[src/rtl/mem_wb_pipe_pkg.sv]
// Shared constants and pipeline-control decode for the MEM->WB register.
package mem_wb_pipe_pkg;

  // Bit positions of the ctrl-unit stall vector.
  localparam int STALL_MEM_BIT = 0;
  localparam int STALL_WB_BIT  = 1;

  // Register $0 doubles as the NOP destination.
  localparam int NOP_REG_ADDR = 0;

  localparam logic WE_ENABLE  = 1'b1;
  localparam logic WE_DISABLE = 1'b0;

  // What every flop in the stage does on the coming edge.
  typedef enum logic [1:0] {
    OP_CAPTURE = 2'd0,
    OP_HOLD    = 2'd1,
    OP_BUBBLE  = 2'd2,
    OP_FLUSH   = 2'd3
  } pipe_op_e;

  // Priority flush > bubble > hold > capture; stall_wb without stall_mem is
  // not a legal ctrl pattern and falls through to capture.
  function automatic pipe_op_e decode_op(input logic flush, input logic [1:0] stall);
    if (flush) return OP_FLUSH;
    if (stall[STALL_MEM_BIT] && !stall[STALL_WB_BIT]) return OP_BUBBLE;
    if (stall[STALL_MEM_BIT] && stall[STALL_WB_BIT]) return OP_HOLD;
    return OP_CAPTURE;
  endfunction

endpackage

[src/rtl/mem_wb_pipe_lane.sv]
// One GPR write lane of the MEM->WB register.
module mem_wb_pipe_lane
  import mem_wb_pipe_pkg::*;
#(
  parameter int DATA_W = 32,
  parameter int ADDR_W = 5
) (
  input  logic              clk,
  input  logic              rst,
  input  pipe_op_e          op,
  input  logic              valid_i,
  input  logic [ADDR_W-1:0] wd_i,
  input  logic              wreg_i,
  input  logic [DATA_W-1:0] wdata_i,
  output logic              valid_o,
  output logic [ADDR_W-1:0] wd_o,
  output logic              wreg_o,
  output logic [DATA_W-1:0] wdata_o
);

  logic              valid_d, valid_q;
  logic [ADDR_W-1:0] wd_d,    wd_q;
  logic              wreg_d,  wreg_q;
  logic [DATA_W-1:0] wdata_d, wdata_q;

  // Next-state select: clear on flush/bubble, keep on hold, load on capture.
  always_comb begin
    valid_d = valid_q;
    wd_d    = wd_q;
    wreg_d  = wreg_q;
    wdata_d = wdata_q;
    case (op)
      OP_FLUSH, OP_BUBBLE: begin
        valid_d = 1'b0;
        wd_d    = ADDR_W'(NOP_REG_ADDR);
        wreg_d  = WE_DISABLE;
        wdata_d = '0;
      end
      OP_CAPTURE: begin
        valid_d = valid_i;
        wd_d    = wd_i;
        wreg_d  = wreg_i;
        wdata_d = wdata_i;
      end
      default: ;
    endcase
  end

  // Lane registers, asynchronously cleared.
  always_ff @(posedge clk or negedge rst) begin
    if (!rst) begin
      valid_q <= 1'b0;
      wd_q    <= ADDR_W'(NOP_REG_ADDR);
      wreg_q  <= WE_DISABLE;
      wdata_q <= '0;
    end else begin
      valid_q <= valid_d;
      wd_q    <= wd_d;
      wreg_q  <= wreg_d;
      wdata_q <= wdata_d;
    end
  end

  assign valid_o = valid_q;
  assign wd_o    = wd_q;
  assign wreg_o  = wreg_q;
  assign wdata_o = wdata_q;

endmodule

[src/rtl/mem_wb_pipe.sv]
// MEM->WB pipeline register: LANES GPR write lanes, shared HI/LO write,
// $0/WAW write qualification and a retired-instruction counter.
module mem_wb_pipe
  import mem_wb_pipe_pkg::*;
#(
  parameter int LANES  = 2,
  parameter int DATA_W = 32,
  parameter int ADDR_W = 5,
  parameter int CNT_W  = 32
) (
  input  logic                    clk,
  input  logic                    rst,
  input  logic                    flush,
  input  logic                    stall_mem,
  input  logic                    stall_wb,
  input  logic [LANES-1:0]        mem_valid,
  input  logic [LANES*ADDR_W-1:0] mem_wd,
  input  logic [LANES-1:0]        mem_wreg,
  input  logic [LANES*DATA_W-1:0] mem_wdata,
  input  logic [DATA_W-1:0]       mem_hi,
  input  logic [DATA_W-1:0]       mem_lo,
  input  logic                    mem_whilo,
  output logic [LANES-1:0]        wb_valid,
  output logic [LANES*ADDR_W-1:0] wb_wd,
  output logic [LANES-1:0]        wb_wreg,
  output logic [LANES*DATA_W-1:0] wb_wdata,
  output logic [DATA_W-1:0]       wb_hi,
  output logic [DATA_W-1:0]       wb_lo,
  output logic                    wb_whilo,
  output logic [CNT_W-1:0]        retire_cnt
);

  pipe_op_e          op;
  logic [1:0]        stall_vec;
  logic [LANES-1:0]  wreg_qual;
  logic [LANES-1:0]  wreg_final;
  logic [CNT_W-1:0]  valid_cnt;

  logic [DATA_W-1:0] hi_d, hi_q, lo_d, lo_q;
  logic              whilo_d, whilo_q;
  logic [CNT_W-1:0]  cnt_d, cnt_q;

  // Stage operation from the ctrl-unit stall vector.
  always_comb begin
    stall_vec                = '0;
    stall_vec[STALL_MEM_BIT] = stall_mem;
    stall_vec[STALL_WB_BIT]  = stall_wb;
    op                       = decode_op(flush, stall_vec);
  end

  // Write qualification: drop $0 writes, then let the youngest lane win a WAW.
  always_comb begin
    wreg_qual = '0;
    for (int k = 0; k < LANES; k++) begin
      wreg_qual[k] = mem_valid[k] & mem_wreg[k] &
                     (mem_wd[k*ADDR_W +: ADDR_W] != ADDR_W'(NOP_REG_ADDR));
    end
    wreg_final = wreg_qual;
    for (int k = 0; k < LANES; k++) begin
      for (int j = k + 1; j < LANES; j++) begin
        if (wreg_qual[j] && (mem_wd[j*ADDR_W +: ADDR_W] == mem_wd[k*ADDR_W +: ADDR_W]))
          wreg_final[k] = WE_DISABLE;
      end
    end
  end

  // Number of real instructions in the incoming bundle.
  always_comb begin
    valid_cnt = '0;
    for (int k = 0; k < LANES; k++) valid_cnt = valid_cnt + CNT_W'(mem_valid[k]);
  end

  for (genvar g = 0; g < LANES; g++) begin : g_lane
    mem_wb_pipe_lane #(.DATA_W(DATA_W), .ADDR_W(ADDR_W)) u_lane (
      .clk     (clk),
      .rst     (rst),
      .op      (op),
      .valid_i (mem_valid[g]),
      .wd_i    (mem_wd[g*ADDR_W +: ADDR_W]),
      .wreg_i  (wreg_final[g]),
      .wdata_i (mem_wdata[g*DATA_W +: DATA_W]),
      .valid_o (wb_valid[g]),
      .wd_o    (wb_wd[g*ADDR_W +: ADDR_W]),
      .wreg_o  (wb_wreg[g]),
      .wdata_o (wb_wdata[g*DATA_W +: DATA_W])
    );
  end

  // HI/LO and counter next state; the counter moves only on capture.
  always_comb begin
    hi_d    = hi_q;
    lo_d    = lo_q;
    whilo_d = whilo_q;
    cnt_d   = cnt_q;
    case (op)
      OP_FLUSH, OP_BUBBLE: begin
        hi_d    = '0;
        lo_d    = '0;
        whilo_d = WE_DISABLE;
      end
      OP_CAPTURE: begin
        hi_d    = mem_hi;
        lo_d    = mem_lo;
        whilo_d = mem_whilo & (|mem_valid);
        cnt_d   = cnt_q + valid_cnt;
      end
      default: ;
    endcase
  end

  // Shared registers, asynchronously cleared.
  always_ff @(posedge clk or negedge rst) begin
    if (!rst) begin
      hi_q    <= '0;
      lo_q    <= '0;
      whilo_q <= WE_DISABLE;
      cnt_q   <= '0;
    end else begin
      hi_q    <= hi_d;
      lo_q    <= lo_d;
      whilo_q <= whilo_d;
      cnt_q   <= cnt_d;
    end
  end

  assign wb_hi      = hi_q;
  assign wb_lo      = lo_q;
  assign wb_whilo   = whilo_q;
  assign retire_cnt = cnt_q;

endmodule

[config.mk]
export PLATFORM = sky130hd
export DESIGN_NAME = mem_wb_pipe
export DESIGN_NICKNAME = d
export VERILOG_FILES = /design/src/rtl/mem_wb_pipe_pkg.sv /design/src/rtl/mem_wb_pipe_lane.sv /design/src/rtl/mem_wb_pipe.sv
export SDC_FILE = /design/constraint.sdc
export NUM_CORES = 1
export LEC_CHECK = 0
export CELL_PAD_IN_SITES_DETAIL_PLACEMENT = 0
export CELL_PAD_IN_SITES_GLOBAL_PLACEMENT = 1
export CORE_MARGIN = 2
export CORE_UTILIZATION = 33
export CTS_BUF_LIST = sky130_fd_sc_hd__clkbuf_2
export DETAILED_ROUTE_END_ITERATION = 6
export PLACE_DENSITY_LB_ADDON = 0.1
export SYNTH_ARGS = -nofsm -noshare
export SYNTH_HDL_FRONTEND = slang
export SYNTH_HIERARCHICAL = 1
export SYNTH_SLANG_ARGS = --single-unit
[constraint.sdc]
create_clock -name clk -period 2.25 [get_ports clk]
set_input_delay 0.3375 -clock clk [delete_from_list [all_inputs] [get_ports clk]]
set_output_delay 0.3375 -clock clk [all_outputs]
set_load 0.02 [all_outputs]
==> metrics.yaml <==
ys_types: 37
critPathMaxFanout: 4
port_buffers: 322
grt_pass1_wl_microns: 33020
final_cell_count_no_fill: 1194
grt_overflow: 0
ios: 323
clk_latency_ns: 0.72
clock-sinks: 175
crit_path_start_kind: "flop"
hpwl_microns: 15650
r2r_end: "retire_cnt[31]$_DFFE_PN0P_"
setup_viol: 0
fp.dieH_microns: 151.0
first_global_vias: 6124
clock_skew_ns: 0.04496
powerDensity_mw_per_mm2: 581.4
ys_ff_latch: 175
routed_wl_microns: 21570
crit_required_ns: 2.88
register_area_sq_mm: 0.004387
worstMarginPinSlew_ns: 0.5478
ys.flop_type: "dfrtp_1"
worstSetupPathType: "flop to flop"
cts_max_path_buffers: 2
core_sq_mm: 0.02115
row_count: 53
gp_congestion: 0.7792
drv_slew: 0
area_delta_synth_final_pct: 58.93
worstPathArrival_ns: 2.74
layout_commonest_cell: "clkdlybuf4s50_1"
n_fill_cell: 1829
worst_ir_drop_vdd_v: 0.0003511
ys_seq_area_share_pct: 61.37
worst_r2r_path_depth: 8
vias_per_cell: 4.781
drive_gt1_share_pct: 11.00
vias: 5709
antenna_left: 0
ys.warnings.count: 6
dr.pass1.iters: 4
synth_edf_count: 0
layout_common_cells: "clkdlybuf4s50_1, dfrtp_1, nor2_1"
routedWlPerCell_microns: 18.07
max_cap_violations: 0
setup.worst_path.start: "retire_cnt[0]$_DFFE_PN0P_"
grt_max_degree: 79
multi_input_area_sq_mm: 0.002524
dp.cells: 1143
netlist_instances: 555
fmax_ghz: 0.4746
status: "finished clean"
whs_ns: 0.1073
rr_startpoint: "retire_cnt[0]$_DFFE_PN0P_"
r2r_setup_slack_ns: 0.14
start_util_pct: 33.73
async_flop_share_pct: 100.0
endpoint: "retire_cnt[31]$_DFFE_PN0P_"
htreeDepth: 4
dieWidth_microns: 151.0
fin_crit_ns: 2.107
drt_iter0_markers: 183
drc: 0
synth_nets: 705
track_usage_pct: 18.97
syn_area_sq_mm: 0.007136
p_leak_nw: 6.038
setup_tns_ns: 0
avgSynthCellArea_sq_um: 12.86
grt_setup_unrepaired: "no"
cts_root_buf: "clkbuf_2"
antenna_found_initial: 3
cts_tree: "yes"
hold_viol_final: 0
clkTransAtPathRegs_ns: 0.27
cts_buffers: 17
hold_class: "input port to asynchronous set/reset pin"
setup.worst_path.end_class: "flop"
finalCritPeriodShare_pct: 93.65
relSlewSlack_pct: 63.48
dieArea_sq_mm: 0.02281
nets: 1056
==> sequential cells by signal, indices dropped and copies added (netlist names) <==
name	count
retire_cnt	32
g_lane.u_lane/wdata_o	64
g_lane.u_lane/valid_o	2
g_lane.u_lane/wd_o	10
wb_hi	32
wb_whilo	1
g_lane.u_lane/wreg_o	2
wb_lo	32
==> worst max-delay path, cell delays in order, from the launching register on <==
cell	delay (ns)
dfrtp_1	0.42
inv_1	0.06
fa_1	0.40
nor4b_2	0.29
buf_4	0.15
nand3_1	0.09
buf_4	0.18
nor4_1	0.28
xor2_1	0.18
==> through the flow <==
step           utilization, %  total power (W)  cell area (sq um)  setup slack, ns
4_1_cts                 52.74         0.006725              11160        0.0005436
3_3_place_gp            50.93         0.004873              10770          -0.3942
5_1_grt                 53.61         0.006953              11340        0.0001654
6_report                53.61         0.006594              11340           0.1429
2_1_floorplan               -         0.004057               7136          0.01504
3_5_place_dp            50.93         0.004895              10770          -0.4572
==> area by class of cell <==
class / count / share of cell area (%)
Inverter: 9 / 0.2979
Antenna cell: 1 / 0.02207
Clock inverter: 13 / 1.556
Clock buffer: 18 / 0.7943
Sequential cell: 175 / 38.68
Timing Repair Buffer: 368 / 33.36
Multi-Input combinational cell: 335 / 22.25
Tap cell: 275 / 3.034
==> kinds of logic (layout without fill, tap and decap cells) <==
family / count (synthesis) / count (layout) / synth area share (%)
multiplexers: 79 / 79 / 11.10
other: 0 / 1 / 0
AND/OR/NAND/NOR: 148 / 148 / 10.21
adder cells (fa/ha/maj): 2 / 2 / 0.4559
AO/OA/AOI/OAI: 71 / 71 / 8.504
flip-flops: 175 / 175 / 61.37
XOR/XNOR: 35 / 35 / 4.296
buffers and inverters: 45 / 408 / 4.068
==> Yosys cell counts (2+ instances only) <==
cell type	n	area (sq um)
a22o_1	64	560.5
and3_1	2	12.51
and4_1	2	17.52
buf_1	9	33.78
buf_12	5	100.1
buf_2	2	10.01
buf_4	4	30.03
buf_6	3	33.78
clkbuf_1	13	48.80
dfrtp_1	175	4379
inv_1	9	33.78
mux2i_1	78	780.8
nand2_1	12	45.04
nand3_1	10	50.05
nand4_1	6	37.54
nor2_1	86	322.8
nor3_1	9	45.04
nor4_1	7	43.79
nor4_2	4	50.05
nor4b_1	2	17.52
o21ai_0	3	15.01
or2_2	2	12.51
xnor2_1	9	78.83
xor2_1	26	227.7
==> power by group <==
group / switching, W / total, W / leakage [nW] / internal, W
clock network: 0.00115 / 0.00180 / 0.162 / 0.000650
logic: 0.000654 / 0.00137 / 3.54 / 0.000713
registers: 0.000119 / 0.00343 / 2.34 / 0.00331
==> per-layer routing <==
metal	wire length, microns	GRT usage [%]	part of all wire, %	vias up
met5	22	0	0.10	-
met4	497	6.262	2.3	4
met3	1762	6.898	8.2	30
met2	10900	32.73	51	209
met1	8384	21.91	39	2817
li1	-	-	-	2649
==> how the worst min path moves through the flow <==
| stage | start | to | slack (ns) | depth (start not counted) |
|---|---|---|---|---|
| finish | rst | g_lane[0].u_lane/wdata_o[1]$_DFFE_PN0P_ | 0.11 | 2 |
| global route | rst | g_lane[1].u_lane/wdata_o[1]$_DFFE_PN0P_ | 0.04 | 2 |
| global placement | rst | g_lane[1].u_lane/wdata_o[8]$_DFFE_PN0P_ | 0.32 | 1 |
| CTS | rst | g_lane[1].u_lane/wdata_o[1]$_DFFE_PN0P_ | 0.03 | 2 |
| floorplan | rst | g_lane[0].u_lane/valid_o$_DFFE_PN0P_ | 0.04 | 0 |
| detailed placement | rst | g_lane[1].u_lane/wdata_o[8]$_DFFE_PN0P_ | 0.34 | 1 |
==> repair_timing <==
item | 4_1_cts | 5_1_grt
hold buffers | 2 | 0
buffers inserted | 13 | 4
gates resized for setup | 13 | 53
endpoints found under the setup margin | 21 | 56
hold endpoints to repair | 156 | 0
No activity file was read; power rests on OpenSTA's default activity.
